[src/rtl/despachante_aprovados.sv]
// Dispatcher for approved active-node slots: writes predecessors,
// offers nodes downstream in slot order and flags the target node.
module despachante_aprovados #(
  parameter int NUM_NA          = 4,
  parameter int ADDR_WIDTH      = 5,
  parameter int DISTANCIA_WIDTH = 5
) (
  input  logic                              clk,
  input  logic                              rst_n,
  input  logic                              aa_pronto_in,
  input  logic                              aa_tem_aprovado_in,
  input  logic [NUM_NA-1:0]                 aa_aprovado_in,
  input  logic [ADDR_WIDTH*NUM_NA-1:0]      aa_endereco_in,
  input  logic [DISTANCIA_WIDTH*NUM_NA-1:0] aa_distancia_in,
  input  logic [ADDR_WIDTH*NUM_NA-1:0]      aa_anterior_data_in,
  input  logic [ADDR_WIDTH-1:0]             destino_in,
  input  logic                              limpar_in,
  input  logic                              dp_ready_in,
  output logic                              dp_valid_out,
  output logic [ADDR_WIDTH-1:0]             dp_endereco_out,
  output logic [DISTANCIA_WIDTH-1:0]        dp_distancia_out,
  output logic                              ant_wr_en_out,
  output logic [ADDR_WIDTH-1:0]             ant_wr_addr_out,
  output logic [ADDR_WIDTH-1:0]             ant_wr_data_out,
  output logic                              remover_aprovados_out,
  output logic                              dp_destino_encontrado_out,
  output logic                              dp_ocupado_out
);

  localparam int IW = (NUM_NA > 1) ? $clog2(NUM_NA) : 1;
  localparam int AW = ADDR_WIDTH;
  localparam int DW = DISTANCIA_WIDTH;

  typedef enum logic [2:0] {
    OCIOSO,
    SELECIONA,
    ESCREVE,
    ENVIA,
    REMOVE,
    ESPERA
  } estado_t;

  estado_t estado, estado_n;

  logic [NUM_NA-1:0]    mask, mask_n;
  logic [IW-1:0]        idx, idx_n;
  logic [AW*NUM_NA-1:0] end_q, end_n;
  logic [DW*NUM_NA-1:0] dist_q, dist_n;
  logic [AW*NUM_NA-1:0] ant_q, ant_n;

  logic          valid_n, wr_en_n, rem_n, found_n, ocup_n;
  logic [AW-1:0] dp_end_n, wr_addr_n, wr_data_n;
  logic [DW-1:0] dp_dist_n;

  function automatic logic [IW-1:0] menor_bit(
    input logic [NUM_NA-1:0] m
  );
    menor_bit = '0;
    for (int i = NUM_NA - 1; i >= 0; i--)
      if (m[i]) menor_bit = IW'(i);
  endfunction

  always_comb begin
    estado_n  = estado;
    mask_n    = mask;
    idx_n     = idx;
    end_n     = end_q;
    dist_n    = dist_q;
    ant_n     = ant_q;
    valid_n   = dp_valid_out;
    dp_end_n  = dp_endereco_out;
    dp_dist_n = dp_distancia_out;
    wr_en_n   = 1'b0;
    wr_addr_n = ant_wr_addr_out;
    wr_data_n = ant_wr_data_out;
    rem_n     = 1'b0;
    found_n   = dp_destino_encontrado_out;

    unique case (estado)
      OCIOSO: begin
        if (aa_pronto_in && aa_tem_aprovado_in &&
            !dp_destino_encontrado_out) begin
          mask_n   = aa_aprovado_in;
          end_n    = aa_endereco_in;
          dist_n   = aa_distancia_in;
          ant_n    = aa_anterior_data_in;
          estado_n = SELECIONA;
        end
      end
      SELECIONA: begin
        if (mask == '0) begin
          rem_n    = 1'b1;
          estado_n = REMOVE;
        end else begin
          idx_n     = menor_bit(mask);
          wr_en_n   = 1'b1;
          wr_addr_n = end_q[AW*idx_n +: AW];
          wr_data_n = ant_q[AW*idx_n +: AW];
          estado_n  = ESCREVE;
        end
      end
      ESCREVE: begin
        // Target reached: stop here, the node is never expanded
        if (ant_wr_addr_out == destino_in) begin
          found_n  = 1'b1;
          mask_n   = '0;
          rem_n    = 1'b1;
          estado_n = REMOVE;
        end else begin
          valid_n   = 1'b1;
          dp_end_n  = end_q[AW*idx +: AW];
          dp_dist_n = dist_q[DW*idx +: DW];
          estado_n  = ENVIA;
        end
      end
      ENVIA: begin
        if (dp_ready_in) begin
          valid_n     = 1'b0;
          mask_n[idx] = 1'b0;
          estado_n    = SELECIONA;
        end
      end
      REMOVE: begin
        estado_n = ESPERA;
      end
      ESPERA: begin
        // Wait for the evaluator to drop its stale approvals
        if (!aa_tem_aprovado_in) estado_n = OCIOSO;
      end
      default: estado_n = OCIOSO;
    endcase

    if (limpar_in) begin
      estado_n = OCIOSO;
      mask_n   = '0;
      found_n  = 1'b0;
      valid_n  = 1'b0;
      wr_en_n  = 1'b0;
      rem_n    = 1'b0;
    end

    ocup_n = (estado_n != OCIOSO);
  end

  always_ff @(posedge clk or negedge rst_n) begin
    if (!rst_n) begin
      estado                    <= OCIOSO;
      mask                      <= '0;
      idx                       <= '0;
      end_q                     <= '0;
      dist_q                    <= '0;
      ant_q                     <= '0;
      dp_valid_out              <= 1'b0;
      dp_endereco_out           <= '0;
      dp_distancia_out          <= '0;
      ant_wr_en_out             <= 1'b0;
      ant_wr_addr_out           <= '0;
      ant_wr_data_out           <= '0;
      remover_aprovados_out     <= 1'b0;
      dp_destino_encontrado_out <= 1'b0;
      dp_ocupado_out            <= 1'b0;
    end else begin
      estado                    <= estado_n;
      mask                      <= mask_n;
      idx                       <= idx_n;
      end_q                     <= end_n;
      dist_q                    <= dist_n;
      ant_q                     <= ant_n;
      dp_valid_out              <= valid_n;
      dp_endereco_out           <= dp_end_n;
      dp_distancia_out          <= dp_dist_n;
      ant_wr_en_out             <= wr_en_n;
      ant_wr_addr_out           <= wr_addr_n;
      ant_wr_data_out           <= wr_data_n;
      remover_aprovados_out     <= rem_n;
      dp_destino_encontrado_out <= found_n;
      dp_ocupado_out            <= ocup_n;
    end
  end

endmodule

[config.mk]
export PLATFORM = sky130hd
export DESIGN_NAME = despachante_aprovados
export DESIGN_NICKNAME = d
export VERILOG_FILES = /design/src/rtl/despachante_aprovados.sv
export SDC_FILE = /design/constraint.sdc
export NUM_CORES = 1
export LEC_CHECK = 0
export BUFFER_PORTS_ARGS = -buffer_cell sky130_fd_sc_hd__buf_4
export CORE_MARGIN = 2
export CORE_UTILIZATION = 45
export DETAILED_ROUTE_END_ITERATION = 10
export GPL_TIMING_DRIVEN = 0
export PLACE_DENSITY = 0.69
export RECOVER_POWER = 50
export SLEW_MARGIN = 20
export SYNTH_ARGS = -nofsm -noshare
export SYNTH_HDL_FRONTEND = slang
export SYNTH_SLANG_ARGS = --single-unit
[constraint.sdc]
create_clock -name clk -period 2.3 [get_ports clk]
set_clock_uncertainty 0.1 [all_clocks]
set_input_delay 0.575 -clock clk [delete_from_list [all_inputs] [get_ports clk]]
set_output_delay 0.575 -clock clk [all_outputs]
set_load 0.02 [all_outputs]
==> results of run 1 <==
## power by group through the flow
stage | Combinational, W | Sequential, W | Clock [W]
floorplan | 0.00201 | 0.00307 | 0
global placement | 0.00303 | 0.00298 | 0
detailed placement | 0.00310 | 0.00302 | 0
CTS | 0.00311 | 0.00299 | 0.00135
global route | 0.00328 | 0.00309 | 0.00142
finish | 0.00299 | 0.00298 | 0.00133
## cell families (layout without fill, tap and decap cells)
kind of cell / after synthesis / in the layout / share of synthesized area
buf+inv: 25 / 140 / 0.02880
flops: 94 / 94 / 0.5415
mux: 91 / 91 / 0.2696
simple gates: 62 / 62 / 0.06423
compound gates: 61 / 61 / 0.08583
xor+xnor: 5 / 5 / 0.01008
## through the flow
stage | util | hold slack [ns] | instances
floorplan | - | 0.1794 | 338
finish | 0.5872 | 0.2887 | 582
detailed placement | 0.5658 | 0.3733 | 566
global placement | 0.5654 | 0.3708 | 566
CTS | 0.5925 | 0.2346 | 582
global route | 0.5872 | 0.2828 | 582
## metal layers
| metal | track usage | up-vias | wire (um) |
|---|---|---|---|
| met2 | 0.3335 | 89 | 4962 |
| met4 | 0.06154 | 0 | 126 |
| met5 | 0 | - | 0 |
| met3 | 0.03215 | 11 | 490 |
| li1 | - | 1448 | - |
| met1 | 0.2743 | 1513 | 4298 |
## flip-flops by register name, indices dropped and copies added (netlist names), 2 cells and up
signal,count
idx,2
mask,4
dp_endereco_out,5
dist_q,20
ant_q,20
ant_wr_data_out,5
estado,3
end_q,20
ant_wr_addr_out,5
dp_distancia_out,5
## cell type report
type | instances | area (um^2) | share of cell area
plain buffers | 22 | 113.9 | 0.02089
clock buffers | 11 | 141.4 | 0.02594
clock inverters | 5 | 106.4 | 0.01951
inverters | 3 | 11.26 | 0.002066
multi-input cells | 219 | 1867 | 0.3424
flip-flops and latches | 94 | 2352 | 0.4315
well taps | 129 | 161.4 | 0.02961
repair buffers | 99 | 698.2 | 0.1281
## worst max-delay path: cells and delay by family (launching register included)
family	cells	cell delay [ns]
flip-flops	1	0.46
buffers and inverters	2	0.43
AND/OR/NAND/NOR	2	0.23
AO/OA/AOI/OAI	3	0.70
## cells in the mapped netlist (all sizes together) (4+ instances only)
cell	count	area (um^2)
nor3	5	25.02
xnor2	5	43.79
o21ai	17	85.08
o22ai	9	56.30
nor2	14	52.55
a311oi	4	35.03
mux2	81	945.9
buf	15	87.58
clkbuf	7	26.28
nor2b	5	31.28
mux4	10	225.2
nand2	28	105.1
a21oi	22	110.1
dfrtp	94	2352
## worst max-delay path by stage
stage	from	to	slack [ns]
after floorplan	destino_in[1]	dp_distancia_out[1]$_DFFE_PN0P_	0.43
after global placement	destino_in[1]	dp_endereco_out[2]$_DFFE_PN0P_	0.07
after detailed placement	destino_in[1]	dp_endereco_out[1]$_DFFE_PN0P_	0.01
after CTS	ant_wr_addr_out[1]$_DFFE_PN0P_	dp_endereco_out[3]$_DFFE_PN0P_	0.25
after global routing	mask[0]$_DFFE_PN0P_	ant_wr_addr_out[1]$_DFFE_PN0P_	0.09
final	mask[0]$_DFFE_PN0P_	ant_wr_addr_out[4]$_DFFE_PN0P_	0.26
==> metrics, run 1 <==
P_leak 2.461 nW; CTS buffer count 9; Die H 102.3 um; largest net degree at the start of global routing 95; clock slew at reported path FFs 0.09 ns; Clock power frac 0.183; Hold Crit Class in -> reg; final worst path period share 0.8868; Cell Int Power 0.004717 W; Final Cell Area 5451 um^2; Layout fillers 814; clock sinks 94; IO Port Bufs 99; Overflow after GRT 0; Slew HR 0.1506; Yosys reg bits 94; synthesized area 4344 um^2; HP Start limpar_in; Setup-failing EPs final 0; most common library cell in the layout ignoring fill and taps dfrtp_1; hold_buf cts 0; first-pass GRT wire length 15,770 um; Area Growth Syn to Fin 25.49%; CTS tree done; R2R Path Start mask[0]$_DFFE_PN0P_; placed cell areas 5253 um^2; Worst Path Class, Setup reg -> reg; Netlist cell types 33; Avg Inst Size Synth 12.85 um^2; RSZ-0062 raised after global routing no; FF-to-FF setup slack 0.26 ns; DRT iter0 DRCs 119; GPL Wtd Cong 0.8358; DRT Wirelength 9877 um; vias in the first global route 3,108; DR WL/cell 16.97 um; Die ar. 10,460 um^2; worst endpoint data arrival time 2.18 ns; Max FO, Critical Path 10; CTS resizes 0; # H-tree levels 3; sw frac 0.3548; Switch Pwr 0.002594 W; Initial Util 0.4679; syn nets 413; I/O pin cnt 100; pwr dens 1341 nW/um^2; Hold Crit Depth 2; CP dominant cell by count buf_2; Residual DRC 0; dpl hpwl 7118 um; Peak VDD IR 0.0007346 V; Die X 102.3 um; Worst EP required 2.44 ns; max-cap viol count 0; Post-Place Setup Slack 0.01073 ns; Crit. End Element flop; Rows 35; initial antenna violation count 0; Detailed Routing Iterations Pass 1 4; Ys Warns 0; max-slew violations 0; maximum clock rate 490.3 MHz; hold path endpoint estado[1]$_DFF_PN0_; Max Root-Sink Buffers 2; vias per cell 5.259; Hold Fails Final Rpt 0; CP peak stage delay 0.54 ns; Root Driver clkbuf_8; status complete, no violations; Reg2Reg Capture Point ant_wr_addr_out[4]$_DFFE_PN0P_; Combinational Power Share 0.409; clock latency on the worst-skew pair 0.36 ns; GR Util All Layers 0.2010; setup ws final 0.2604 ns; Design Power 0.007311 W; # Post-CTS Setup Buffers 0; crit start category flop; Gate Count Post-Synth 338; TNS Setup 0 ns; post-route ant nets 0; Tmin final 2.040 ns; worst path cell trace o41ai_1 > nand2b_1 > buf_2 > buf_2 > a21oi_1 > o21ai_1 > nand2_1; share of cells above drive strength 1 0.3024; Register-to-Register Path Depth 7; sequential share of power 0.408; ANT cells 0; Crit-path slowest cell o41ai_1; most frequent cells in the layout dfrtp_1 (94), buf_4 (86), mux2_1 (72); routed vias 3,061; Core ar. 9284 um^2; register area share after synthesis 0.5415; asr flop ratio synth 1.000; Top FF cell, synth dfrtp_1; Slew @ Worst Pin 1.274 ns; Post-synth EDFFs 0; Nets 523
Power figures use the tool's default switching activity.
==> run 2, diff against run 1 <==
==> constraint.sdc (replaced) <==
create_clock -name clk -period 2.3 [get_ports clk]
set_clock_uncertainty 0.1 [all_clocks]
set_input_delay 0.23 -clock clk [delete_from_list [all_inputs] [get_ports clk]]
set_output_delay 0.23 -clock clk [all_outputs]
set_load 0.02 [all_outputs]
==> metrics, run 2 (same netlist as run 1, synthesis figures left out) <==
Placed Instances 566 (unchanged); most frequent cells in the layout dfrtp_1 (94), buf_4 (73), mux2_1 (72); dpl hpwl 7118 um (unchanged); worst path cell trace o41ai_1 > nand2b_1 > buf_2 > buf_2 > a21oi_1 > o21ai_1 > nand2_1; vias in the first global route 3,413 (+9.8%); ANT cells 0 (unchanged); pwr dens 1222 nW/um^2 (-8.9%); Setup-failing EPs final 0 (unchanged); routed vias 3,293 (+7.6%); DRT iter0 DRCs 125 (+5.0%); first-pass GRT wire length 17,080 um (+8.3%); vias per cell 5.129 (-2.5%); P_leak 2.661 nW (+8.1%); share of cells above drive strength 1 0.2417 (-0.06071); Die H 102.3 um (unchanged); maximum clock rate 486.2 MHz (-0.82%); CP dominant cell by count buf_2; clock slew at reported path FFs 0.09 ns (about the same); largest registers ant_q x20, dist_q x20, end_q x20; Crit. End Element flop; Detailed Routing Iterations Pass 1 4 (unchanged); RSZ-0062 raised after global routing no; buffer and inverter count on the worst path 2 (unchanged); GPL Wtd Cong 0.8358 (unchanged); IO Port Bufs 99 (unchanged); Initial Util 0.4679 (unchanged); max-slew violations 0 (unchanged); Layout fillers 759 (-6.8%); Crit. Startpoint mask[0]$_DFFE_PN0P_; Nets 583 (+11%); cell family with most CP delay compound AO/OA/AOI/OAI gates; Slew @ Worst Pin 1.250 ns (-0.02366 ns); Tmin final 2.057 ns (+0.01695 ns); Overflow after GRT 0 (unchanged); final worst path period share 0.8942 (+0.007368); CTS resizes 0 (unchanged); Core ar. 9284 um^2 (unchanged); initial antenna violation count 0 (unchanged); Hold Crit Class in -> reg; Residual DRC 0 (unchanged); Hold Fails Final Rpt 0 (unchanged); post-route ant nets 0 (unchanged); TNS Setup 0 ns (unchanged); Rows 35 (unchanged); Crit-path slowest cell o41ai_1; Die ar. 10,460 um^2 (unchanged); DRT Wirelength 10,580 um (+7.1%); most common library cell in the layout ignoring fill and taps dfrtp_1; crit start category flop; Die X 102.3 um (unchanged); clock latency on the worst-skew pair 0.37 ns (about the same); post-route insts no fill 642 (+10%); Area Growth Syn to Fin 38.19%; CTS tree done; DR WL/cell 16.48 um (-2.9%); # H-tree levels 3 (unchanged); worst endpoint data arrival time 2.20 ns (+0.02 ns); Max FO, Critical Path 10 (unchanged); CP peak stage delay 0.55 ns (about the same); I/O pin cnt 100 (unchanged); largest net degree at the start of global routing 95 (unchanged); status complete, no violations; Worst EP required 2.44 ns (about the same); R2R Path Start mask[0]$_DFFE_PN0P_; GR Util All Layers 0.2160 (+0.01502); Max Root-Sink Buffers 2 (unchanged); max-cap viol count 0 (unchanged); CTS buffer count 9 (unchanged); Slew HR 0.1664 (+0.01577); Worst Path Class, Setup reg -> reg; Root Driver clkbuf_8; HP Start aa_anterior_data_in[11]; Peak VDD IR 0.0006931 V (-5.6%); clock sinks 94 (unchanged)
==> run 2: path summary, 6_finish.rpt <==
| kind | end | cells past startpoint | slack (ns) |
|---|---|---|---|
| max | ant_wr_addr_out[4]$_DFFE_PN0P_ | 7 | 0.24 |
| max reg2reg | ant_wr_addr_out[4]$_DFFE_PN0P_ | 7 | 0.24 |
| min | ant_q[11]$_DFFE_PN0P_ | 2 | 0.006 |
| max in group asynchronous | estado[2]$_DFF_PN0_ | 2 | 0.72 |
| min in group asynchronous | dist_q[17]$_DFFE_PN0P_ | 2 | 0.61 |
| min reg2reg | dist_q[19]$_DFFE_PN0P_ | 1 | 0.39 |
==> run 2: per-stage QoR <==
stage | power, W | instance area [um^2] | setup slack (ns) | hold slack (ns) | util
after floorplan | 0.005076 | 4344 | 0.5241 | -0.1656 | -
after global placement | 0.006011 | 5249 | 0.3287 | 0.3142 | 0.5654
after detailed placement | 0.006120 | 5253 | 0.2701 | 0.2816 | 0.5658
after CTS | 0.007530 | 6071 | 0.2547 | 0.002655 | 0.6539
after global routing | 0.007812 | 6003 | 0.08982 | 0.004453 | 0.6466
final | 0.007338 | 6003 | 0.2434 | 0.006299 | 0.6466
==> run 2: report_power, final <==
part | switching (W) | internal, W | leakage (nW)
Sequential | 0.000541 | 0.00244 | 1.14
Combinational | 0.00150 | 0.00150 | 1.40
Clock | 0.000591 | 0.000755 | 0.120
==> run 2: timing repair <==
action	CTS	global route
setup endpoints to repair	0	0
setup buffers	0	0
hold endpoints to repair	150	3
hold buffers	57	3
==> run 2: routing by layer <==
layer / global-route usage / part of all wire / vias up
li1: - / - / 1560
met1: 0.2872 / 0.44 / 1639
met2: 0.3704 / 0.51 / 82
met3: 0.03283 / 0.035 / 12
met4: 0.06154 / 0.012 / 0
met5: 0 / 0 / -
==> run 2: final cells by class <==
type	instances	area, um^2	share of cell area
Timing Repair Buffer	159	1250	0.2082
Clock buffer	11	141.4	0.02355
Sequential cell	94	2352	0.3918
Inverter	3	11.26	0.001876
Multi-Input combinational cell	219	1867	0.3110
Tap cell	129	161.4	0.02689
Buffer	22	113.9	0.01897
Clock inverter	5	106.4	0.01772
==> run 2: worst reg2reg max path, stage by stage (launching register included) <==
cell and delay (ns):
dfrtp_1 0.46, o41ai_1 0.55, nand2b_1 0.17, buf_2 0.19, buf_2 0.26, a21oi_1 0.06
o21ai_1 0.10, nand2_1 0.06
==> run 3, diff against run 2 <==
--- a/config.mk
+++ b/config.mk
@@ -8,10 +8,12 @@
 export BUFFER_PORTS_ARGS = -buffer_cell sky130_fd_sc_hd__buf_4
 export CORE_MARGIN = 2
 export CORE_UTILIZATION = 45
+export CTS_CLUSTER_SIZE = 16
 export DETAILED_ROUTE_END_ITERATION = 10
 export GPL_TIMING_DRIVEN = 0
-export PLACE_DENSITY = 0.69
+export PLACE_DENSITY = 0.76
 export RECOVER_POWER = 50
+export SKIP_CTS_REPAIR_TIMING = 1
 export SLEW_MARGIN = 20
 export SYNTH_ARGS = -nofsm -noshare
 export SYNTH_HDL_FRONTEND = slang
==> metrics, run 3 (same netlist as run 1, synthesis figures left out) <==
GR Util All Layers 0.2155 (-0.0005819); maximum clock rate 484.9 MHz (-0.29%); CTS tree done; Peak VDD IR 0.0005393 V (-22%); clock slew at reported path FFs 0.10 ns (about the same); Crit-path slowest cell dfrtp_1; clock sinks 94 (unchanged); IO Port Bufs 99 (unchanged); P_leak 2.616 nW (-1.7%); largest net degree at the start of global routing 95 (unchanged); DRT Wirelength 11,110 um (+5.1%); clock latency on the worst-skew pair 0.35 ns (-0.02 ns); post-route ant nets 0 (unchanged); most common library cell in the layout ignoring fill and taps dfrtp_1; dpl hpwl 7473 um (+5.0%); Layout fillers 751 (-1.1%); GPL Wtd Cong 0.8601 (+2.9%); routed vias 3,328 (+1.1%); Worst Path Class, Setup reg -> reg; Slew HR 0.1613 (-0.005045); Initial Util 0.4679 (unchanged); I/O pin cnt 100 (unchanged); Hold Fails Final Rpt 0 (unchanged); Die ar. 10,460 um^2 (unchanged); worst endpoint data arrival time 2.19 ns (about the same); Worst EP required 2.43 ns (about the same); Met3 Routed Length 508 um (+39%); first-pass GRT wire length 16,880 um (-1.2%); Overflow after GRT 0 (unchanged); placed cell areas 5253 um^2 (unchanged); Setup-failing EPs final 0 (unchanged); Root Driver clkbuf_8; Post-Place Setup Slack 0.2480 ns (-0.02216 ns); crit start category flop; met2 wire length 5817 um (+7.2%); vias per cell 5.233 (+2.0%); CP peak stage delay 0.41 ns (-0.14 ns); Hold Crit Class in -> reg; ANT cells 0 (unchanged); max-slew violations 0 (unchanged); post-route insts no fill 636 (-0.93%); RSZ-0062 raised after global routing no; final worst path period share 0.8967 (+0.002558); Tmin final 2.062 ns (+0.005883 ns); Die X 102.3 um (unchanged); Max Root-Sink Buffers 2 (unchanged); Rows 35 (unchanged); Nets 577 (-1.0%); Slew @ Worst Pin 1.258 ns (+0.007568 ns); Placed Instances 566 (unchanged); setup ws final 0.2376 ns (-0.005883 ns); vias in the first global route 3,335 (-2.3%); largest registers ant_q x20, dist_q x20, end_q x20; DRT iter0 DRCs 137 (+9.6%); Core ar. 9284 um^2 (unchanged); DR WL/cell 17.47 um (+6.0%); Max Used Layer met4; Area Growth Syn to Fin 35.22%; worst path cell trace xnor2_1 > nand3_1 > or2_1 > nand2_1 > buf_2 > mux2_1; TNS Setup 0 ns (unchanged); Final Cell Area 5874 um^2 (-2.1%); Die H 102.3 um (unchanged); Max FO, Critical Path 10 (unchanged); register area 2352 um^2 (unchanged); most frequent cells in the layout dfrtp_1 (94), buf_4 (74), mux2_1 (72); share of cells above drive strength 1 0.2485 (+0.006805); Crit. End Element flop; multi-input gate area in the final layout 1867 um^2 (unchanged); CTS buffer count 9 (unchanged); # H-tree levels 3 (unchanged); pwr dens 1201 nW/um^2 (-1.8%); max-cap viol count 0 (unchanged); WL met1 4600 um (-1.3%); initial antenna violation count 0 (unchanged); Detailed Routing Iterations Pass 1 4 (unchanged); Residual DRC 0 (unchanged); status complete, no violations; FF-to-FF setup slack 0.24 ns (about the same)
[run 3: cell types whose count changed in the layout (fill, tap and decap cells not counted)]
| cell | before | now |
|---|---|---|
| bufinv_16 | 3 | 0 |
| clkinv_4 | 1 | 2 |
| buf_4 | 73 | 74 |
| clkinvlp_4 | 1 | 0 |
| clkinv_2 | 0 | 4 |
| clkbuf_1 | 33 | 31 |
| dlygate4sd3_1 | 60 | 54 |
[run 3: metal layers]
metal  global-route usage  vias to the layer above
met4              0.07487                        0
met2               0.3699                       92
met5                    0                        -
li1                     -                     1552
met3              0.04104                       16
met1               0.2750                     1668
[run 3: through the flow]
stage / hold WS [ns] / power, W / utilization
global route: 0.001112 / 0.007522 / 0.6327
global placement: 0.3138 / 0.005988 / 0.5654
CTS: -0.1110 / 0.007158 / 0.5846
finish: 0.0003418 / 0.007052 / 0.6327
detailed placement: 0.2734 / 0.006155 / 0.5658
floorplan: -0.1656 / 0.005076 / -
[run 3: area by class of cell]
cell class                      count  area share
Buffer                             22     0.01938
Multi-Input combinational cell    219      0.3178
Inverter                            3    0.001917
Clock inverter                      6    0.006390
Clock buffer                       10     0.02343
Sequential cell                    94      0.4004
Timing Repair Buffer              153      0.2032
Tap cell                          129     0.02748
[run 3: final timing paths]
| kind | startpoint | to | depth (start not counted) |
|---|---|---|---|
| setup / recovery | ant_wr_addr_out[1]$_DFFE_PN0P_ | dp_distancia_out[4]$_DFFE_PN0P_ | 6 |
| hold / removal | aa_anterior_data_in[16] | ant_q[16]$_DFFE_PN0P_ | 2 |
| setup reg to reg | ant_wr_addr_out[1]$_DFFE_PN0P_ | dp_distancia_out[4]$_DFFE_PN0P_ | 6 |
| hold reg to reg | dist_q[18]$_DFFE_PN0P_ | dist_q[18]$_DFFE_PN0P_ | 1 |
| max in group asynchronous | rst_n | mask[3]$_DFFE_PN0P_ | 2 |
| min in group asynchronous | rst_n | dist_q[14]$_DFFE_PN0P_ | 2 |
[run 3: where the power goes]
part	switching (W)	internal [W]	leakage, nW	total (W)
sequential	0.000550	0.00245	1.14	0.00299
clock	0.000577	0.000420	0.0958	0.000997
combinational	0.00156	0.00151	1.38	0.00306
[run 3: critical path: cells and delay by family (launching register included)]
kind | cells | cell delay, ns
AND/OR/NAND/NOR | 3 | 0.51
flip-flops | 1 | 0.41
multiplexers | 1 | 0.37
buffers and inverters | 1 | 0.31
XOR/XNOR | 1 | 0.24
